[src/rtl/life_gen_sequencer.sv]
// One Game-of-Life generation over a row-wide single-port board RAM, computed in place
// with a three-row window; the display fetch always wins the RAM port.
module life_gen_sequencer #(
    parameter int ROWS = 24,
    parameter int COLS = 32,
    parameter int AW   = 5
) (
    input  logic            clk,
    input  logic            reset,
    input  logic            run,
    input  logic            tick,
    input  logic            step,
    input  logic            clear,
    input  logic            disp_req,
    input  logic [AW-1:0]   disp_row,
    output logic            disp_valid,
    output logic [COLS-1:0] disp_data,
    output logic [AW-1:0]   mem_addr,
    output logic            mem_we,
    output logic [COLS-1:0] mem_wdata,
    input  logic [COLS-1:0] mem_rdata,
    output logic            busy,
    output logic            overrun,
    output logic [15:0]     gen_count
);

    typedef enum logic [2:0] {S_IDLE, S_RD, S_CAP, S_WR, S_DONE, S_CLR} state_t;

    localparam logic [AW-1:0] LAST_ROW = AW'(ROWS - 1);
    localparam logic [AW-1:0] PENULT   = AW'(ROWS - 2);

    state_t          state;
    logic [AW-1:0]   rd_row;
    logic [AW-1:0]   wr_row;
    logic [COLS-1:0] prev;
    logic [COLS-1:0] cur;
    logic [COLS-1:0] nxt;
    logic            clear_pend;
    logic [COLS-1:0] new_row;

    // Shifting in zeros makes the off-board neighbours dead.
    function automatic logic [COLS-1:0] life_row(input logic [COLS-1:0] p,
                                                 input logic [COLS-1:0] c,
                                                 input logic [COLS-1:0] n);
        logic [COLS-1:0] pl, pr, cl, cr, nl, nr, r;
        logic [3:0]      cnt;
        pl = p << 1;
        pr = p >> 1;
        cl = c << 1;
        cr = c >> 1;
        nl = n << 1;
        nr = n >> 1;
        r  = '0;
        for (int j = 0; j < COLS; j++) begin
            cnt = 4'(pl[j]) + 4'(p[j]) + 4'(pr[j]) + 4'(cl[j]) + 4'(cr[j])
                + 4'(nl[j]) + 4'(n[j]) + 4'(nr[j]);
            r[j] = (cnt == 4'd3) || ((cnt == 4'd2) && c[j]);
        end
        return r;
    endfunction

    assign new_row   = life_row(prev, cur, nxt);
    assign busy      = (state != S_IDLE);
    assign disp_data = disp_valid ? mem_rdata : '0;

    always_comb begin
        mem_addr  = '0;
        mem_we    = 1'b0;
        mem_wdata = '0;
        if (disp_req) begin
            mem_addr = disp_row;
        end else begin
            case (state)
                S_RD:  mem_addr = rd_row;
                S_WR: begin
                    mem_addr  = wr_row;
                    mem_we    = 1'b1;
                    mem_wdata = new_row;
                end
                S_CLR: begin
                    mem_addr = wr_row;
                    mem_we   = 1'b1;
                end
                default: ;
            endcase
        end
    end

    always_ff @(posedge clk) begin
        if (reset) begin
            state      <= S_IDLE;
            rd_row     <= '0;
            wr_row     <= '0;
            prev       <= '0;
            cur        <= '0;
            nxt        <= '0;
            clear_pend <= 1'b0;
            disp_valid <= 1'b0;
            overrun    <= 1'b0;
            gen_count  <= '0;
        end else begin
            disp_valid <= disp_req;
            if (busy && run && tick)
                overrun <= 1'b1;
            if (busy && clear)
                clear_pend <= 1'b1;

            case (state)
                S_IDLE: begin
                    if (clear || clear_pend) begin
                        state      <= S_CLR;
                        wr_row     <= '0;
                        clear_pend <= 1'b0;
                    end else if (step || (run && tick)) begin
                        state  <= S_RD;
                        rd_row <= '0;
                        wr_row <= '0;
                        prev   <= '0;
                    end
                end
                S_RD: begin
                    if (!disp_req)
                        state <= S_CAP;
                end
                S_CAP: begin
                    if (rd_row == '0) begin
                        cur    <= mem_rdata;
                        rd_row <= AW'(1);
                        state  <= S_RD;
                    end else begin
                        nxt   <= mem_rdata;
                        state <= S_WR;
                    end
                end
                S_WR: begin
                    if (!disp_req) begin
                        prev <= cur;
                        cur  <= nxt;
                        if (wr_row == LAST_ROW) begin
                            state <= S_DONE;
                        end else if (wr_row == PENULT) begin
                            // The bottom row has no row below it to fetch.
                            nxt    <= '0;
                            wr_row <= wr_row + AW'(1);
                        end else begin
                            rd_row <= rd_row + AW'(1);
                            wr_row <= wr_row + AW'(1);
                            state  <= S_RD;
                        end
                    end
                end
                S_DONE: begin
                    gen_count <= gen_count + 16'd1;
                    state     <= S_IDLE;
                end
                S_CLR: begin
                    if (!disp_req) begin
                        if (wr_row == LAST_ROW) begin
                            gen_count <= '0;
                            state     <= S_IDLE;
                        end else begin
                            wr_row <= wr_row + AW'(1);
                        end
                    end
                end
                default: state <= S_IDLE;
            endcase
        end
    end

endmodule

[config.mk]
export PLATFORM = sky130hd
export DESIGN_NAME = life_gen_sequencer
export DESIGN_NICKNAME = d
export VERILOG_FILES = /design/src/rtl/life_gen_sequencer.sv
export SDC_FILE = /design/constraint.sdc
export NUM_CORES = 1
export LEC_CHECK = 0
export ABC_AREA = 1
export CORE_MARGIN = 5
export CORE_UTILIZATION = 50
export DETAILED_ROUTE_END_ITERATION = 7
export GPL_TIMING_DRIVEN = 0
export PLACE_DENSITY = 0.73
export SYNTH_ARGS = -nofsm -noshare
export SYNTH_HDL_FRONTEND = slang
export SYNTH_SLANG_ARGS = --single-unit
export TNS_END_PERCENT = 30
[constraint.sdc]
create_clock -name clk -period 4.4 [get_ports clk]
set_input_delay 0.66 -clock clk [delete_from_list [all_inputs] [get_ports clk]]
set_output_delay 0.66 -clock clk [all_outputs]
set_load 0.02 [all_outputs]
==> impl_metrics.json, run 1 <==
{
  "fillers": 2062,
  "dieWidth_um": 161,
  "cts_tree": "yes",
  "period_share_pct": 100,
  "max-slew-margin-rel_pct": 44.9,
  "initial_core_util_pct": 50.6,
  "placed_area_um2": 13000,
  "cp-start-kind": "register",
  "cp_num_buf_inv": 3,
  "antenna_found_initial": 1,
  "root_buffer": "clkbuf_16",
  "grt.overflow.total": 0,
  "ys.warnings.count": 0,
  "insertion_delay_ps": 430,
  "ys.flop_type": "dfxtp_1",
  "yosysTopAreaCell": "dfxtp_1",
  "io_pins": 133,
  "path_common_cell": "fa_1",
  "setup_viol": 1,
  "grt_max_degree": 17,
  "portBuffers": 131,
  "cts.clk_slew.worst_paths_ps": 60,
  "drc": 0,
  "gp_congestion": 0.921,
  "avgRoutedWirePerCell_um": 15.4,
  "fin_setup_tns_ps": -6.54,
  "design_area_um2": 13600,
  "final_nets": 1911,
  "post-place-cells": 1912,
  "post_cts_buffers": 0,
  "hold_viol_final": 0,
  "synth_top_area_share_pct": 22.5,
  "cp-end-kind": "output pin",
  "yosysUniqueCellTypes": 43,
  "setup_ws_ps": -6.54,
  "cp_cell_sequence": "inv_1 -> fa_1 -> fa_1 -> fa_1 -> inv_1 -> ha_1 -> fa_1 -> o2111ai_1 -> nor2_1 -> dlygate4sd2_1",
  "yosysMostFrequentCell": "inv_1",
  "path_max_fanout": 3,
  "maxCapViolCount": 0,
  "fin_cells": 1945,
  "slew_viol_final": 0,
  "ys_top_cells_by_area": "dfxtp_1 23%, fa_1 22%, ha_1 11%",
  "die_y_um": 161,
  "drive_gt1_share_pct": 6.87,
  "syn_area_um2": 11400,
  "synth_commonest_cells": "293 x inv_1, 272 x nand2_1, 138 x a21oi_1, 134 x nor2_1, 128 x dfxtp_1",
  "num_vias": 10300,
  "ir_worst_vdd_mv": 0.251,
  "finClkSkew_ps": 8.12,
  "coreArea_um2": 22500,
  "drt_iter0_drc": 760,
  "fmax_mhz": 227,
  "status": "finished, violations left",
  "area_growth_pct": 19.4,
  "clock_path_buffers": 2,
  "syn-num-nets": 1761,
  "power.total_uw": 5550,
  "path_class": "register to output pin",
  "cp_slowest_cell": "fa_1",
  "cp.required_ps": 3740,
  "ant_nets": 0,
  "rsz0062_at_grt": "true",
  "ctsHoldBuffers": 0,
  "synth-seq-cells": 128,
  "yosysSeqAreaShare_pct": 22.5,
  "synth_edf_count": 0,
  "cellPowerDensity_nw_per_um2": 409,
  "htree_num_levels": 4,
  "grt_pass1_vias": 10200,
  "cp.arrival_ps": 3750,
  "hpwl_um": 23900,
  "p_leak_uw": 0.00662,
  "avgSynthCellArea_um2": 7.60,
  "hp-class": "register to register",
  "failed_checks": "setup timing",
  "cts_buffers": 17,
  "dieArea_um2": 25900,
  "dr.pass1.iters": 5,
  "routed_wl_um": 29900,
  "finalCriticalPeriod_ps": 4410,
  "synthArstFlopShare_pct": 0,
  "tightest_slew_ps": 820,
  "rows": 55,
  "preCtsSetupSlack_ps": -142,
  "slowest_delay_ps": 580,
  "cp_top_family": "adder cells",
  "cts_sinks": 128,
  "via_per_inst": 5.28,
  "netlist_instances": 1496,
  "grtUsageTotal_pct": 23.5,
  "grt_pass1_wl_um": 49900
}
cell families (layout without fill, tap and decap cells):
logic type | Yosys count | count (layout) | share of synthesized area (%)
compound gates | 289 | 289 | 13.8
xor+xnor | 6 | 6 | 0.462
fa+ha+maj | 221 | 221 | 32.5
buf+inv | 350 | 513 | 12.1
flops | 128 | 128 | 22.5
other cells | 0 | 1 | 0
simple gates | 502 | 502 | 18.6
path summary, 6_finish.rpt:
| kind | start | end | slack [ps] | depth (start not counted) |
|---|---|---|---|---|
| hold reg to reg | cur[31]$_SDFFE_PP0P_ | prev[31]$_SDFFE_PP0P_ | 470 | 2 |
| hold / removal | cur[31]$_SDFFE_PP0P_ | prev[31]$_SDFFE_PP0P_ | 470 | 2 |
| setup reg to reg | rd_row[0]$_SDFFE_PP0P_ | cur[29]$_SDFFE_PP0P_ | 2190 | 9 |
| setup / recovery | prev[16]$_SDFFE_PP0P_ | mem_wdata[17] | -7 | 10 |
through the flow:
step / hold WS [ps] / util (%)
2_1_floorplan: 444 / -
3_3_place_gp: 452 / 58.0
3_5_place_dp: 460 / 58.0
4_1_cts: 471 / 60.5
5_1_grt: 483 / 60.4
6_report: 468 / 60.4
layout make-up:
cell class / instances / area, um2 / area share [%]
Clock buffer: 20 / 467 / 3.44
Antenna cell: 1 / 2.50 / 0.0184
Sequential cell: 128 / 2570 / 18.9
Inverter: 295 / 1110 / 8.15
Buffer: 55 / 267 / 1.96
Clock inverter: 12 / 130 / 0.958
Timing Repair Buffer: 131 / 1230 / 9.08
Multi-Input combinational cell: 1018 / 7450 / 54.9
Tap cell: 285 / 357 / 2.63
report_power, final:
part	switching [uW]	internal, uW	leakage [uW]
Combinational	1700	899	0.00529
Sequential	155	1360	0.00104
Clock	556	880	0.000293
Total	2420	3140	0.00662
routing by layer:
layer,wire length [um],up-vias,global-route usage [%]
met5,0,-,0
met4,1080,0,9.38
met3,1710,64,2.82
met2,14200,337,39.5
met1,12900,4881,31.2
li1,-,4987,-
placed cells by master (no fill, tap or decap), types with 5 or more instances in the layout:
cell,count
clkdlybuf4s50_1,102
o21ai_0,108
dfxtp_1,124
nand4_1,7
inv_1,289
dlygate4sd2_1,11
clkbuf_2,6
ha_1,97
buf_4,6
nand2_1,272
fa_1,124
nor2_1,134
inv_2,6
buf_2,27
or2_1,21
clkbuf_1,26
clkbuf_16,17
a21oi_1,138
or2_2,12
nand3_1,28
nor3_1,6
a21boi_0,5
o2111ai_1,23
worst reg2reg max path: cells and delay by family (launching register included):
family	cells	cell delay, ps
compound gates	1	170
fa+ha+maj	1	200
buf+inv	3	630
flops	1	450
simple gates	4	630
sequential cells by signal, indices dropped and copies added (netlist names):
signal and cells:
overrun 1, cur 32, rd_row 5, disp_valid 1, prev 32, gen_count 16, nxt 32, clear_pend 1
state 3, wr_row 5
repair_timing:
action,4_1_cts,5_1_grt
setup endpoints to repair,29,29
pin swaps,3,2
resized for setup,67,26
(Power assumes the default switching activity.)
==> run 2, diff against run 1 <==
CAP_MARGIN = 25   (was unset)
==> results of run 2 <==
The final DEF is identical to that of run 1; final timing and power are the same.
